[src/rtl/flash_audio_player.sv]
// flash_audio_player
//   Streams SAMPLE_W-bit audio samples out of DATA_W-bit flash words read over
//   Avalon-MM. Each word holds N = DATA_W/SAMPLE_W lanes. One lane is presented
//   per sample_tick. The next word is prefetched as soon as the current one has
//   been fully played. Keyboard ASCII commands control playback: play, pause,
//   forward, backward, restart and loop toggle.
//
// Ports
//   CLK_50M, RESET_N         : clock, asynchronous active-low reset
//   sample_tick              : one-cycle pulse per audio sample period
//   kbd_received_ascii_code  : decoded key, taken on a rising edge of kbd_data_ready
//   kbd_data_ready           : key-valid level
//   flash_mem_*              : Avalon-MM read master (one read outstanding at a time)
//   audio_data               : current sample, registered
//   playing/direction/loop_en: playback status
//   underrun                 : one-cycle pulse when a tick finds no word ready
module flash_audio_player #(
  parameter int                ADDR_W       = 23,
  parameter int                DATA_W       = 32,
  parameter int                SAMPLE_W     = 16,
  parameter logic [ADDR_W-1:0] START_ADDR   = '0,
  parameter logic [ADDR_W-1:0] END_ADDR     = ADDR_W'(23'h7FFFF),
  parameter logic              LOOP_DEFAULT = 1'b1
) (
  input  logic                CLK_50M,
  input  logic                RESET_N,
  input  logic                sample_tick,
  input  logic [7:0]          kbd_received_ascii_code,
  input  logic                kbd_data_ready,
  input  logic                flash_mem_waitrequest,
  input  logic                flash_mem_readdatavalid,
  input  logic [DATA_W-1:0]   flash_mem_readdata,
  output logic                flash_mem_read,
  output logic [ADDR_W-1:0]   flash_mem_address,
  output logic [SAMPLE_W-1:0] audio_data,
  output logic                playing,
  output logic                direction,
  output logic                loop_en,
  output logic                underrun
);

  localparam int N  = DATA_W / SAMPLE_W;
  localparam int LW = (N > 1) ? $clog2(N) : 1;
  localparam logic [LW-1:0] LANE_LAST = LW'(N - 1);
  localparam logic [LW-1:0] LANE_ONE  = LW'(1);

  localparam logic [7:0] KEY_PLAY    = 8'h45;  // 'E'
  localparam logic [7:0] KEY_PAUSE   = 8'h44;  // 'D'
  localparam logic [7:0] KEY_FWD     = 8'h46;  // 'F'
  localparam logic [7:0] KEY_BWD     = 8'h42;  // 'B'
  localparam logic [7:0] KEY_RESTART = 8'h52;  // 'R'
  localparam logic [7:0] KEY_LOOP    = 8'h4C;  // 'L'

  typedef enum logic [1:0] {
    S_REQ,
    S_WAIT_DATA,
    S_PLAY,
    S_ADVANCE
  } state_t;

  state_t r_state, w_state_nxt;

  logic                         r_kbd_q;
  logic                         w_cmd;
  logic                         r_playing, r_direction, r_loop_en, r_restart;
  logic                         w_play_c, w_dir_c, w_loop_c, w_restart_c;
  logic                         r_read;
  logic [ADDR_W-1:0]            r_addr, w_addr_adv;
  logic                         w_at_bound, w_stop;
  logic [N-1:0][SAMPLE_W-1:0]   r_word, w_rdword;
  logic                         r_word_fwd;
  logic [LW-1:0]                r_lane;
  logic [SAMPLE_W-1:0]          r_audio;
  logic                         r_underrun, r_tick_pending;
  logic                         w_emit, w_last, w_underrun;

  // Lane i sits at bits [i*SAMPLE_W +: SAMPLE_W]; the packed view matches that.
  assign w_rdword = flash_mem_readdata;

  assign w_cmd = kbd_data_ready & ~r_kbd_q;

  // Command decode. Everything downstream uses these post-command values, so
  // a command and a tick in the same cycle see the command applied first.
  always_comb begin
    w_play_c    = r_playing;
    w_dir_c     = r_direction;
    w_loop_c    = r_loop_en;
    w_restart_c = r_restart;
    if (w_cmd) begin
      case (kbd_received_ascii_code)
        KEY_PLAY:    w_play_c = 1'b1;
        KEY_PAUSE:   w_play_c = 1'b0;
        KEY_FWD:     w_dir_c  = 1'b1;
        KEY_BWD:     w_dir_c  = 1'b0;
        KEY_RESTART: begin
          w_restart_c = 1'b1;
          w_play_c    = 1'b1;
        end
        KEY_LOOP:    w_loop_c = ~r_loop_en;
        default: ;
      endcase
    end
  end

  // Lane order is frozen per word in r_word_fwd, independent of later 'F'/'B'.
  assign w_last     = r_word_fwd ? (r_lane == LANE_LAST) : (r_lane == '0);
  assign w_emit     = (r_state == S_PLAY) && w_play_c && (sample_tick || r_tick_pending);
  assign w_underrun = sample_tick && w_play_c && (r_state != S_PLAY);

  // Next word address. A range end always goes to the start for the current
  // direction; without loop mode that also stops playback.
  always_comb begin
    w_addr_adv = r_addr;
    w_stop     = 1'b0;
    w_at_bound = w_dir_c ? (r_addr == END_ADDR) : (r_addr == START_ADDR);
    if (w_restart_c) begin
      w_addr_adv = w_dir_c ? START_ADDR : END_ADDR;
    end else if (w_at_bound) begin
      w_addr_adv = w_dir_c ? START_ADDR : END_ADDR;
      w_stop     = ~w_loop_c;
    end else if (w_dir_c) begin
      w_addr_adv = r_addr + 1'b1;
    end else begin
      w_addr_adv = r_addr - 1'b1;
    end
  end

  always_ff @(posedge CLK_50M or negedge RESET_N) begin
    if (!RESET_N) r_state <= S_REQ;
    else          r_state <= w_state_nxt;
  end

  always_comb begin
    w_state_nxt = r_state;
    case (r_state)
      // r_read is low in the first cycle after reset; only a presented
      // request may be accepted.
      S_REQ:       if (r_read && !flash_mem_waitrequest) w_state_nxt = S_WAIT_DATA;
      S_WAIT_DATA: if (flash_mem_readdatavalid)          w_state_nxt = S_PLAY;
      S_PLAY:      if (w_emit && w_last)                 w_state_nxt = S_ADVANCE;
      S_ADVANCE:   w_state_nxt = S_REQ;
      default:     w_state_nxt = S_REQ;
    endcase
  end

  always_ff @(posedge CLK_50M or negedge RESET_N) begin
    if (!RESET_N) begin
      r_kbd_q        <= 1'b0;
      r_playing      <= 1'b0;
      r_direction    <= 1'b1;
      r_loop_en      <= LOOP_DEFAULT;
      r_restart      <= 1'b0;
      r_read         <= 1'b0;
      r_addr         <= START_ADDR;
      r_word         <= '0;
      r_word_fwd     <= 1'b1;
      r_lane         <= '0;
      r_audio        <= '0;
      r_underrun     <= 1'b0;
      r_tick_pending <= 1'b0;
    end else begin
      r_kbd_q     <= kbd_data_ready;
      r_playing   <= w_play_c;
      r_direction <= w_dir_c;
      r_loop_en   <= w_loop_c;
      r_restart   <= w_restart_c;
      r_read      <= (w_state_nxt == S_REQ);
      r_underrun  <= w_underrun;

      // A single missed tick is remembered; a pause discards it.
      if (!w_play_c)       r_tick_pending <= 1'b0;
      else if (w_underrun) r_tick_pending <= 1'b1;
      else if (w_emit)     r_tick_pending <= 1'b0;

      case (r_state)
        S_WAIT_DATA: begin
          if (flash_mem_readdatavalid) begin
            r_word     <= w_rdword;
            r_word_fwd <= w_dir_c;
            r_lane     <= w_dir_c ? '0 : LANE_LAST;
          end
        end
        S_PLAY: begin
          if (w_emit && !w_last)
            r_lane <= r_word_fwd ? (r_lane + LANE_ONE) : (r_lane - LANE_ONE);
        end
        S_ADVANCE: begin
          r_addr    <= w_addr_adv;
          r_restart <= 1'b0;
          if (w_stop) r_playing <= 1'b0;
        end
        default: ;
      endcase

      if (!w_play_c)   r_audio <= '0;
      else if (w_emit) r_audio <= r_word[r_lane];
    end
  end

  assign flash_mem_read    = r_read;
  assign flash_mem_address = r_addr;
  assign audio_data        = r_audio;
  assign playing           = r_playing;
  assign direction         = r_direction;
  assign loop_en           = r_loop_en;
  assign underrun          = r_underrun;

endmodule

[config.mk]
export PLATFORM = sky130hd
export DESIGN_NAME = flash_audio_player
export DESIGN_NICKNAME = d
export VERILOG_FILES = /design/src/rtl/flash_audio_player.sv
export SDC_FILE = /design/constraint.sdc
export NUM_CORES = 1
export LEC_CHECK = 0
export CAP_MARGIN = 30
export CORE_ASPECT_RATIO = 0.5
export CORE_MARGIN = 2
export CORE_UTILIZATION = 47
export DETAILED_ROUTE_END_ITERATION = 8
export HOLD_SLACK_MARGIN = 0.12
export PLACE_DENSITY = 0.78
export SETUP_SLACK_MARGIN = 0.02
export SYNTH_ARGS = -nofsm -noshare
export SYNTH_HDL_FRONTEND = slang
export SYNTH_SLANG_ARGS = --single-unit
[constraint.sdc]
create_clock -name CLK_50M -period 4.1 [get_ports CLK_50M]
set_clock_uncertainty 0.1 [all_clocks]
set_input_delay 0.82 -clock CLK_50M [delete_from_list [all_inputs] [get_ports CLK_50M]]
set_output_delay 0.82 -clock CLK_50M [all_outputs]
set_load 0.03 [all_outputs]
After elaboration in Yosys (flattened, before gate mapping)
Index checks and enable logic that the tools add are counted. W data, S select, Z words.

Bits in registers: 83. Bits of input ports: 46. Output and inout port bits: 44. Word-level logic and storage cells: 92.

Add/subtract/negate cells: 4. $lt $le $gt $ge: 1. Eq/ne operators: 15. Muxes and demuxes: 35. Bitwise gates (word level): 5. Reductions and logical operators: 17.

Operator list (number): $mux W23 (3); $mux W16 (4); $eq A8 B7 Y1 const B (6); $add A23 B1 Y23 const B (1); $eq A23 B19 Y1 const B (1); $logic_not A23 Y1 (1); $sub A23 B1 Y23 const B (1); $mux W1 (20); $mux W19 (1); $pmux W2 S4 (1); $logic_and A1 B1 Y1 (7); $mux W2 (3); $pmux W1 S2 (3); $eq A2 B2 Y1 const B (2); $logic_not A2 Y1 (2); $ne A2 B1 Y1 const B (2); $ne A2 B2 Y1 const B (2); $not A1 Y1 (4); $ne A3 B1 Y1 const B (1); $reduce_and A3 Y1 (1); $eq A2 B1 Y1 const B (1); $logic_not A1 Y1 (2); $lt A1 B2 Y1 const B (1); $reduce_and A2 Y1 (1); 6 further kinds (6).

Longest topological paths before layout
Gate-level depths: netlist of the first run.

Depth in word-level cells: 10. Mapped depth: 14. Depth with buffers taken out: 14.

Least setup slack after synthesis of the first run
OpenSTA, ideal clock, no wires.

Path kind: input port to flip-flop. Start: in kbd_received_ascii_code[5]. End: reg r_addr[16] (netlist: flash_mem_address[16]). Library setup time: 0.126 ns. Arrival: 4.232 ns. Data required time: 3.874 ns. Setup slack: -0.358 ns. Cell stages on the path: 14. Buffers on the path: 0. Cell sequence: nor4b_2 -> nand3b_1 -> nor4_2 -> mux2_2 -> inv_2 -> ha_1 -> and2_4 -> a221o_1 -> a21oi_2 -> a21oi_2 -> o31a_4 -> a221oi_4 -> xnor2_1 -> a221o_1.

Cells in the longest elaborated chain, start to end: 6. Elaborated cells on any way between the ends: 12. Those cells by class: eq/ne (3); mux (9).

RTL lines: start: declaration (RTL line 28) `input logic [7:0] kbd_received_ascii_code,`; $eq A8 B7 Y1 (RTL line 90) `case (kbd_received_ascii_code)`; $pmux W1 S2 * (RTL line 90); $mux W1 * (RTL line 89) `if (w_cmd) begin`; named net w_dir_c (RTL line 66) `logic w_play_c, w_dir_c, w_loop_c, w_restart_c;`; $mux W23 (tied with other cells) (RTL line 121) `end else if (w_dir_c) begin`; $mux W23 (RTL line 118) `end else if (w_at_bound) begin`; $mux W23 * (RTL line 116) `if (w_restart_c) begin`; end signal: assignment (RTL line 188) `r_addr <= w_addr_adv;`; end: declaration (RTL line 68) `logic [ADDR_W-1:0] r_addr, w_addr_adv;`.

The timed path passes the listed nets; every way through them passes the cells marked *. A chain may end at the register's enable or synchronous reset.

Worst setup path after layout of the first run
Start: in kbd_received_ascii_code[1]. End: reg r_addr[16] (netlist: flash_mem_address[16]).

The elaborated chain is that of the path after synthesis.

==> flow_summary.yaml, run 1 <==
outcome:
  outcome: "finished, final reports clean"
timing:
  slew_headroom: 0.366
  final_hold_viol_count: 0
  finalHoldWorstSlack_ns: 0.314
  fin_crit_ns: 3.97
  post-route-period-util: 0.968
  grt_setup_unrepaired: "true"
  slew_violations: 0
  setup_slack_ns: 0.130
  setup_tns_ns: 0
  setup_violations: 0
  worstMarginPinSlew_ns: 0.951
  fmax_ghz: 0.252
cells_and_area:
  fillCellCount: 724
  area_growth_pct: 39.9
  design.final.nets: 629
  final_core_util: 0.682
  n_antenna_cell: 0
  stdcell_count: 701
  stdcell_area_mm2: 0.00650
  drive_gt1_frac: 0.269
clock_network:
  cts_buffers: 9
  worstSkewPairLatency_ns: 0.34
  tritoncts: "built"
  clockRootBuffer: "clkbuf_16"
  clock-sinks: 83
  cts_buffer_depth: 2
  cts.clk_slew.worst_paths_ns: 0.07
  htree_levels: 3
power:
  leakage_nw: 2.78
  fin_total_pwr_mw: 5.60
  power.density_mw_per_mm2: 861
  peakVddDrop_v: 0.000353
setup_path:
  critical_path_class: "input pin to register"
  path_max_fanout: 5
  crit_path_end_kind: "register"
  cp-start-kind: "input pin"
  required_ns: 4.21
  arrival_ns: 4.08
placed_design:
  dp.cells: 676
  portBuffers: 89
  dp_hpwl_um: 8040
  place_area_mm2: 0.00609
  dpl_worst_slack_ns: -0.454
  gp_congestion: 0.936
run:
  cap_violations: 0
logic_synthesis:
  synth_seq_cells: 83
  synth_edf_count: 0
  yosys_warnings: 0
  synthArstFlopShare: 1.00
  ys.flop_type: "dfrtp_1"
  ys_seq_area_frac: 0.448
  syn_avg_cell_area_um2: 11.2
  synth_nets: 484
  syn_inst: 416
  synth_cell_type_count: 59
  synth_area_mm2: 0.00465
routing:
  post_drt_via_cell_ratio: 5.53
  detail_route.iter0.violations: 237
  avgRoutedWirePerCell_um: 16.2
  wirelength_um: 11400
  drtPass1Iterations: 4
  route.detailed.drc: 0
  num_vias: 3880
  antenna_left: 0
die:
  design.core.area_mm2: 0.00954
  die_w_um: 145
  rows: 25
  die-area_mm2: 0.0107
  ioPinCount: 90
  start_util: 0.487
  dieHeight_um: 74.3
grt:
  grt-ovfl-total: 0
  grt_pass1_vias: 3800
  track_usage: 0.220
  grt_max_degree: 55
  grt_pass1_wl_um: 18400
  antenna_found_initial: 0
worst_hold_path:
  hold_class: "input pin to async pin"
cells by family after synthesis:
kind of cell | synth area share
adders and majority gates | 0.0608
DFF | 0.448
xor gates and xnor gates | 0.0396
and+or+nand+nor | 0.128
buffers and inverters | 0.0291
muxes | 0.119
AOI/OAI and AO/OA | 0.176
cell usage in the layout (no fill, tap or decap), types with 10 or more instances in the layout:
| cell type | count |
|---|---|
| dfrtp_1 | 80 |
| nand2_1 | 16 |
| clkdlybuf4s50_1 | 83 |
| mux2_2 | 33 |
| nand4_1 | 11 |
| a21oi_1 | 10 |
| buf_4 | 60 |
| a221o_1 | 20 |
| mux2i_1 | 17 |
| xnor2_1 | 12 |
| ha_1 | 18 |
| o21ai_0 | 15 |
| a211oi_1 | 16 |
| nor2_1 | 30 |
| a21o_1 | 13 |
worst max-delay path: stages:
cell and delay, ns:
clkdlybuf4s50_1 0.49, inv_2 0.06, nor4_4 0.28, mux2_4 0.41
inv_6 0.10, buf_4 0.10, ha_1 0.24, buf_4 0.17
nand4_1 0.13, inv_2 0.06, o31ai_2 0.25, a21oi_2 0.07
o31a_4 0.31, a221oi_4 0.23, xnor2_1 0.09, a221o_1 0.29
final timing paths:
path	startpoint	end	slack, ns	depth (start not counted)
max in group asynchronous	RESET_N	direction	2.94	2
max reg2reg	r_kbd_q	flash_mem_address[16]	0.39	16
min reg2reg	r_word[7]	r_word[7]	0.41	1
min	RESET_N	r_word[22]	0.31	1
min in group CLK_50M	r_word[7]	r_word[7]	0.41	1
max	kbd_received_ascii_code[1]	flash_mem_address[16]	0.13	16
cell type report:
| type | count | area [um^2] | area share |
|---|---|---|---|
| sequential | 83 | 2080 | 0.320 |
| tap | 135 | 169 | 0.0260 |
| clock inverter | 6 | 46.3 | 0.00712 |
| multi-input combinational | 308 | 2540 | 0.391 |
| inverter | 8 | 42.5 | 0.00654 |
| clock buffer | 10 | 239 | 0.0367 |
| timing repair inverter | 1 | 8.76 | 0.00135 |
| timing repair buffer | 150 | 1380 | 0.211 |
repair_timing:
action                                  4_1_cts  5_1_grt
hold buffers                                  0        0
gates cloned                                  1        0
endpoints found under the setup margin       11       11
pin swaps                                    12        9
gates resized for setup                      14       12
setup buffers                                 7        0
power breakdown:
part           internal (mW)  leakage [nW]  switching, mW
sequential              1.20          1.00          0.336
clock                  0.431         0.135          0.343
combinational           1.69          1.64           1.61
total                   3.31          2.78           2.29
layer usage:
layer | wire length, um | track usage
met5 | 0 | 0
met4 | 108 | 0.0636
met3 | 384 | 0.0380
met2 | 5700 | 0.368
met1 | 5180 | 0.300
sequential cells by signal, indices dropped and copies added (netlist names):
register and cells:
r_word 32, r_lane 1, direction 1, r_word_fwd 1
flash_mem_address 23, loop_en 1, playing 1, underrun 1
r_kbd_q 1, r_tick_pending 1, audio_data 16, flash_mem_read 1
r_state 2, r_restart 1
synthesized netlist by cell type (5+ instances only):
| master | n | area (um^2) |
|---|---|---|
| nor2_1 | 31 | 116 |
| a21oi_1 | 14 | 70.1 |
| nand2_1 | 16 | 60.1 |
| inv_1 | 6 | 22.5 |
| and3_1 | 5 | 31.3 |
| nand2b_1 | 5 | 31.3 |
| dfrtp_1 | 80 | 2000 |
| a221o_1 | 20 | 200 |
| nor4_1 | 7 | 43.8 |
| a21o_1 | 13 | 97.6 |
| mux2i_1 | 17 | 170 |
| clkbuf_1 | 10 | 37.5 |
| o21ai_0 | 15 | 75.1 |
| xnor2_1 | 12 | 105 |
| xor2_1 | 9 | 78.8 |
| nand4_1 | 11 | 68.8 |
| nor2b_1 | 5 | 31.3 |
| a211oi_1 | 17 | 128 |
| mux2_2 | 34 | 383 |
| ha_1 | 21 | 263 |
No activity file was read; power rests on OpenSTA's default activity.
==> run 2, diff against run 1 <==
--- a/config.mk
+++ b/config.mk
@@ -10,6 +10,7 @@
 export CORE_MARGIN = 2
 export CORE_UTILIZATION = 47
 export DETAILED_ROUTE_END_ITERATION = 8
+export GPL_TIMING_DRIVEN = 0
 export HOLD_SLACK_MARGIN = 0.12
 export PLACE_DENSITY = 0.78
 export SETUP_SLACK_MARGIN = 0.02
==> flow_summary.yaml, run 2 (same netlist as run 1, synthesis figures left out) <==
power:
  fin_total_pwr_mw: 5.38
  power.density_mw_per_mm2: 859
  p_clk_frac: 0.152
  switching_share: 0.413
  peakVddDrop_v: 0.000402
  power.switching_mw: 2.22
  leakage_nw: 2.65
  internal_power_mw: 3.16
  pwr-share-comb: 0.565
  pwr-share-seq: 0.283
routing:
  drtPass1Iterations: 4
  wirelength_um: 11200
  num_vias: 3815
  route.detailed.drc: 0
  avgRoutedWirePerCell_um: 16.6
  detail_route.iter0.violations: 189
  post_drt_via_cell_ratio: 5.68
  antenna_left: 0
setup_path:
  path_max_fanout: 7
  critical_path_class: "input pin to register"
  cp-start-kind: "input pin"
  arrival_ns: 4.09
  required_ns: 4.21
  regToRegSetupSlack_ns: 0.28
  crit_path_end_kind: "register"
  crit_family: "compound AO/OA/AOI/OAI gates"
  r2r_cells: 14
  crit_chain: "buf_6 -> nor4b_4 -> nand3b_1 -> nor4_4 -> mux2_4 -> inv_12 -> ha_4 -> a21o_1 -> a221o_1 -> a21oi_4 -> a21oi_4 -> o31a_4 -> a221oi_4 -> xnor2_1 -> a221o_1"
  r2r-end: "flash_mem_address[16]"
  r2r_start: "r_kbd_q"
  crit_start: "kbd_received_ascii_code[7]"
  cp_slowest_cell: "mux2_4"
  crit_buf_inv: 2
  cpPeakStageDelay_ns: 0.41
cells_and_area:
  stdcell_count: 672
  fillCellCount: 744
  multi_input_area_mm2: 0.00253
  regMostFlops: "r_word"
  layout_common_cells: "dfrtp_1 (80), clkdlybuf4s50_1 (80), mux2_2 (33), nor2_1 (31), a221o_1 (20)"
  area_growth_pct: 34.7
  largest_register_ffs: 32
  regArea_mm2: 0.00208
  drive_gt1_frac: 0.192
  design.final.nets: 600
  n_antenna_cell: 0
die:
  design.core.area_mm2: 0.00954
  start_util: 0.487
  ioPinCount: 90
  dieHeight_um: 74.3
  die-area_mm2: 0.0107
  die_w_um: 145
  rows: 25
outcome:
  outcome: "finished, final reports clean"
placed_design:
  dp_hpwl_um: 7780
  dp.cells: 641
  portBuffers: 89
  gp_congestion: 0.955
grt:
  antenna_found_initial: 0
  grt-ovfl-total: 0
  grt_max_degree: 57
  grt_pass1_vias: 3799
  grt_pass1_wl_um: 18400
  track_usage: 0.220
timing:
  post-route-period-util: 0.971
  final_hold_viol_count: 0
  fmax_ghz: 0.251
  setup_violations: 0
  worstMarginPinSlew_ns: 0.748
  slew_violations: 0
  slew_headroom: 0.501
  fin_crit_ns: 3.98
  grt_setup_unrepaired: "true"
clock_network:
  htree_levels: 3
  cts_buffers: 9
  clock-sinks: 83
  cts.clk_slew.worst_paths_ns: 0.06
  tritoncts: "built"
  cts_buffer_depth: 2
  hold_buffers: 0
  clockRootBuffer: "clkbuf_16"
  worstSkewPairLatency_ns: 0.33
run:
  cap_violations: 0
worst_hold_path:
  hold_class: "input pin to async pin"
## run 2: repair_timing
action,in CTS,in global routing
endpoints found under the setup margin,15,10
pin swaps,13,10
gates cloned,2,0
setup buffers,10,3
gates resized for setup,19,7
## run 2: final cells by class
cell class | count | area share
Multi-Input combinational cell | 308 | 0.405
Sequential cell | 83 | 0.332
Timing Repair Buffer | 103 | 0.161
Clock buffer | 9 | 0.0360
Tap cell | 135 | 0.0270
Buffer | 17 | 0.0168
Clock inverter | 7 | 0.0120
Inverter | 8 | 0.00680
Timing Repair inverter | 2 | 0.00280
## run 2: how the worst max path moves through the flow
| stage | endpoint | slack, ns | cells after the start |
|---|---|---|---|
| 2_1_floorplan | flash_mem_address[16] | 0.003 | 14 |
| 3_3_place_gp | flash_mem_address[12] | -0.82 | 1 |
| 3_5_place_dp | flash_mem_address[22] | -0.90 | 15 |
| 4_1_cts | flash_mem_address[16] | -0.1 | 15 |
| 5_1_grt | flash_mem_address[16] | 0.01 | 15 |
| 6_report | flash_mem_address[16] | 0.12 | 15 |
## run 2: stage by stage
| step | TNS (ns) | util | hold slack, ns | cell area (um^2) | setup WS [ns] |
|---|---|---|---|---|---|
| finish | 0 | 0.656 | 0.307 | 6260 | 0.121 |
| global route | 0 | 0.656 | 0.324 | 6260 | 0.0147 |
| CTS | -0.152 | 0.652 | 0.308 | 6220 | -0.0968 |
| detailed placement | -9.30 | 0.608 | 0.394 | 5800 | -0.904 |
| global placement | -73.57 | 0.605 | 0.387 | 5770 | -0.822 |
| floorplan | 0 | - | 0.379 | 4710 | 0.00274 |
## run 2: per-layer routing
metal  global-route usage  wire length [um]
met1                0.291              5000
met2                0.375              5530
met4               0.0636               117
met5                    0                 0
met3               0.0431               539
## run 2: power groups by stage
stage	combinational [mW]	sequential (mW)	clock [mW]
floorplan	1.74	1.82	0
global placement	2.81	1.52	0
detailed placement	2.87	1.53	0
CTS	3.00	1.52	0.829
global route	3.30	1.57	0.863
finish	3.04	1.52	0.816
==> run 3, diff against run 2 <==
--- a/config.mk
+++ b/config.mk
@@ -8,11 +8,11 @@
 export CAP_MARGIN = 30
 export CORE_ASPECT_RATIO = 0.5
 export CORE_MARGIN = 2
-export CORE_UTILIZATION = 47
+export CORE_UTILIZATION = 30
 export DETAILED_ROUTE_END_ITERATION = 8
 export GPL_TIMING_DRIVEN = 0
 export HOLD_SLACK_MARGIN = 0.12
-export PLACE_DENSITY = 0.78
+export PLACE_DENSITY = 0.55
 export SETUP_SLACK_MARGIN = 0.02
 export SYNTH_ARGS = -nofsm -noshare
 export SYNTH_HDL_FRONTEND = slang
==> flow_summary.yaml, run 3 (same netlist as run 1, synthesis figures left out) <==
placed_design:
  gp_congestion: 0.777
  dpl_worst_slack_ns: -0.848
  portBuffers: 89
  dp_hpwl_um: 8340
  place_area_mm2: 0.00588
setup_path:
  r2r-end: "flash_mem_address[16]"
  cpPeakStageDelay_ns: 0.38
  cp-start-kind: "input pin"
  crit_path_end_kind: "register"
  required_ns: 4.23
  r2r_start: "r_kbd_q"
  arrival_ns: 4.13
  regToRegSetupSlack_ns: 0.25
  cp_slowest_cell: "mux2_4"
  critical_path_class: "input pin to register"
  crit_chain: "buf_6 -> nor4b_4 -> nand3b_1 -> nor4_4 -> mux2_4 -> inv_12 -> buf_12 -> ha_4 -> and2_4 -> a221o_1 -> a21oi_4 -> a21oi_4 -> o31a_4 -> a221oi_4 -> xnor2_1 -> a221o_1"
  r2r_cells: 15
  path_max_fanout: 6
  crit_family: "compound AO/OA/AOI/OAI gates"
  crit_buf_inv: 3
routing:
  avgRoutedWirePerCell_um: 16.4
  num_vias: 3780
  detail_route.iter0.violations: 189
  wirelength_um: 12300
  route.detailed.drc: 0
  drtPass1Iterations: 4
  post_drt_via_cell_ratio: 5.05
  antenna_left: 0
clock_network:
  cts.clk_slew.worst_paths_ns: 0.07
  cts_buffer_depth: 2
  clockRootBuffer: "clkbuf_16"
  cts_buffers: 9
  clock-sinks: 83
  tritoncts: "built"
  htree_levels: 3
  hold_buffers: 0
  worstSkewPairLatency_ns: 0.34
timing:
  fin_crit_ns: 4.01
  setup_tns_ns: 0
  slew_violations: 0
  grt_setup_unrepaired: "true"
  setup_slack_ns: 0.0940
  fmax_ghz: 0.250
  slew_headroom: 0.475
  post-route-period-util: 0.977
  setup_violations: 0
  final_hold_viol_count: 0
  worstMarginPinSlew_ns: 0.788
power:
  power.switching_mw: 2.28
  pwr-share-comb: 0.571
  power.density_mw_per_mm2: 847
  peakVddDrop_v: 0.000246
  p_clk_frac: 0.151
  fin_total_pwr_mw: 5.52
  internal_power_mw: 3.23
  leakage_nw: 2.71
  switching_share: 0.414
  pwr-share-seq: 0.278
cells_and_area:
  drive_gt1_frac: 0.211
  stdcell_area_mm2: 0.00652
  design.final.nets: 608
  n_antenna_cell: 0
  area_growth_pct: 40.2
  regMostFlops: "r_word"
  largest_register_ffs: 32
  layout_common_cells: "dfrtp_1 (80), clkdlybuf4s50_1 (80), mux2_2 (33), nor2_1 (30), a221o_1 (20)"
die:
  start_util: 0.304
  ioPinCount: 90
  design.core.area_mm2: 0.0153
  rows: 32
  dieHeight_um: 92.0
  die-area_mm2: 0.0166
  die_w_um: 180
grt:
  grt_max_degree: 68
  grt_pass1_wl_um: 19900
  grt-ovfl-total: 0
  antenna_found_initial: 0
  grt_pass1_vias: 3821
  track_usage: 0.152
run:
  cap_violations: 0
worst_hold_path:
  hold_class: "input pin to async pin"
outcome:
  outcome: "finished, final reports clean"
==> run 3: cell count changes in the layout (fill, tap and decap cells not counted), sizes merged <==
cell,delta
clkinv,-2
inv,-1
clkinvlp,+1
buf,+10
==> run 3: worst register-to-register path: stages (launching register included) <==
cell      delay, ns
dfrtp_1        0.39
nor4b_4        0.29
nand3b_1       0.18
nor4_4         0.18
mux2_4         0.38
inv_12         0.08
buf_12         0.13
ha_4           0.21
and2_4         0.16
a221o_1        0.36
a21oi_4        0.20
a21oi_4        0.08
o31a_4         0.36
a221oi_4       0.25
xnor2_1        0.09
a221o_1        0.29
==> run 3: repair_timing <==
item                                    in CTS  in global routing
buffers inserted                            15                  7
endpoints found under the setup margin      14                 12
pin swaps                                   16                 14
gates resized for setup                     21                 20
gates cloned                                 1                  0
==> run 3: worst max-delay path by stage <==
stage	endpoint	depth (start not counted)	startpoint	slack [ns]
floorplan	flash_mem_address[16]	14	kbd_received_ascii_code[5]	0.003
global placement	r_word[26]	1	RESET_N	-1.15
detailed placement	flash_mem_address[22]	15	kbd_received_ascii_code[5]	-0.85
CTS	flash_mem_address[16]	16	kbd_received_ascii_code[7]	-0.11
global route	flash_mem_address[16]	16	kbd_received_ascii_code[5]	-0.06
finish	flash_mem_address[16]	16	kbd_received_ascii_code[5]	0.09
==> run 3: layout make-up <==
| cell class | instances | area, um^2 |
|---|---|---|
| Multi-Input combinational cell | 308 | 2600 |
| Clock buffer | 10 | 229 |
| Fill cell | 1508 | 8780 |
| Timing Repair Buffer | 112 | 1120 |
| Tap cell | 204 | 255 |
| Clock inverter | 6 | 72.6 |
| Buffer | 17 | 109 |
| Sequential cell | 83 | 2080 |
| Inverter | 8 | 42.5 |
| Timing Repair inverter | 1 | 8.76 |
==> run 3: power by group through the flow <==
stage	combinational, mW	sequential [mW]	clock (mW)
2_1_floorplan	1.74	1.82	0
3_3_place_gp	2.86	1.54	0
3_5_place_dp	2.90	1.54	0
4_1_cts	3.03	1.53	0.855
5_1_grt	3.45	1.60	0.887
6_report	3.15	1.53	0.834
==> run 3: metrics by stage <==
step                utilization  instances  hold WS [ns]
floorplan                     -        416         0.379
global placement          0.383        709         0.387
detailed placement        0.385        710         0.393
CTS                       0.416        742         0.258
global route              0.426        749         0.264
finish                    0.426        749         0.252
==> run 3: metal layers <==
| metal | track usage | routed length (um) | vias to the layer above |
|---|---|---|---|
| met2 | 0.250 | 5730 | 62 |
| met3 | 0.0342 | 404 | 10 |
| met4 | 0.0343 | 99 | 0 |
| met5 | 0 | 0 | - |
| met1 | 0.205 | 6040 | 1881 |
| li1 | - | - | 1827 |
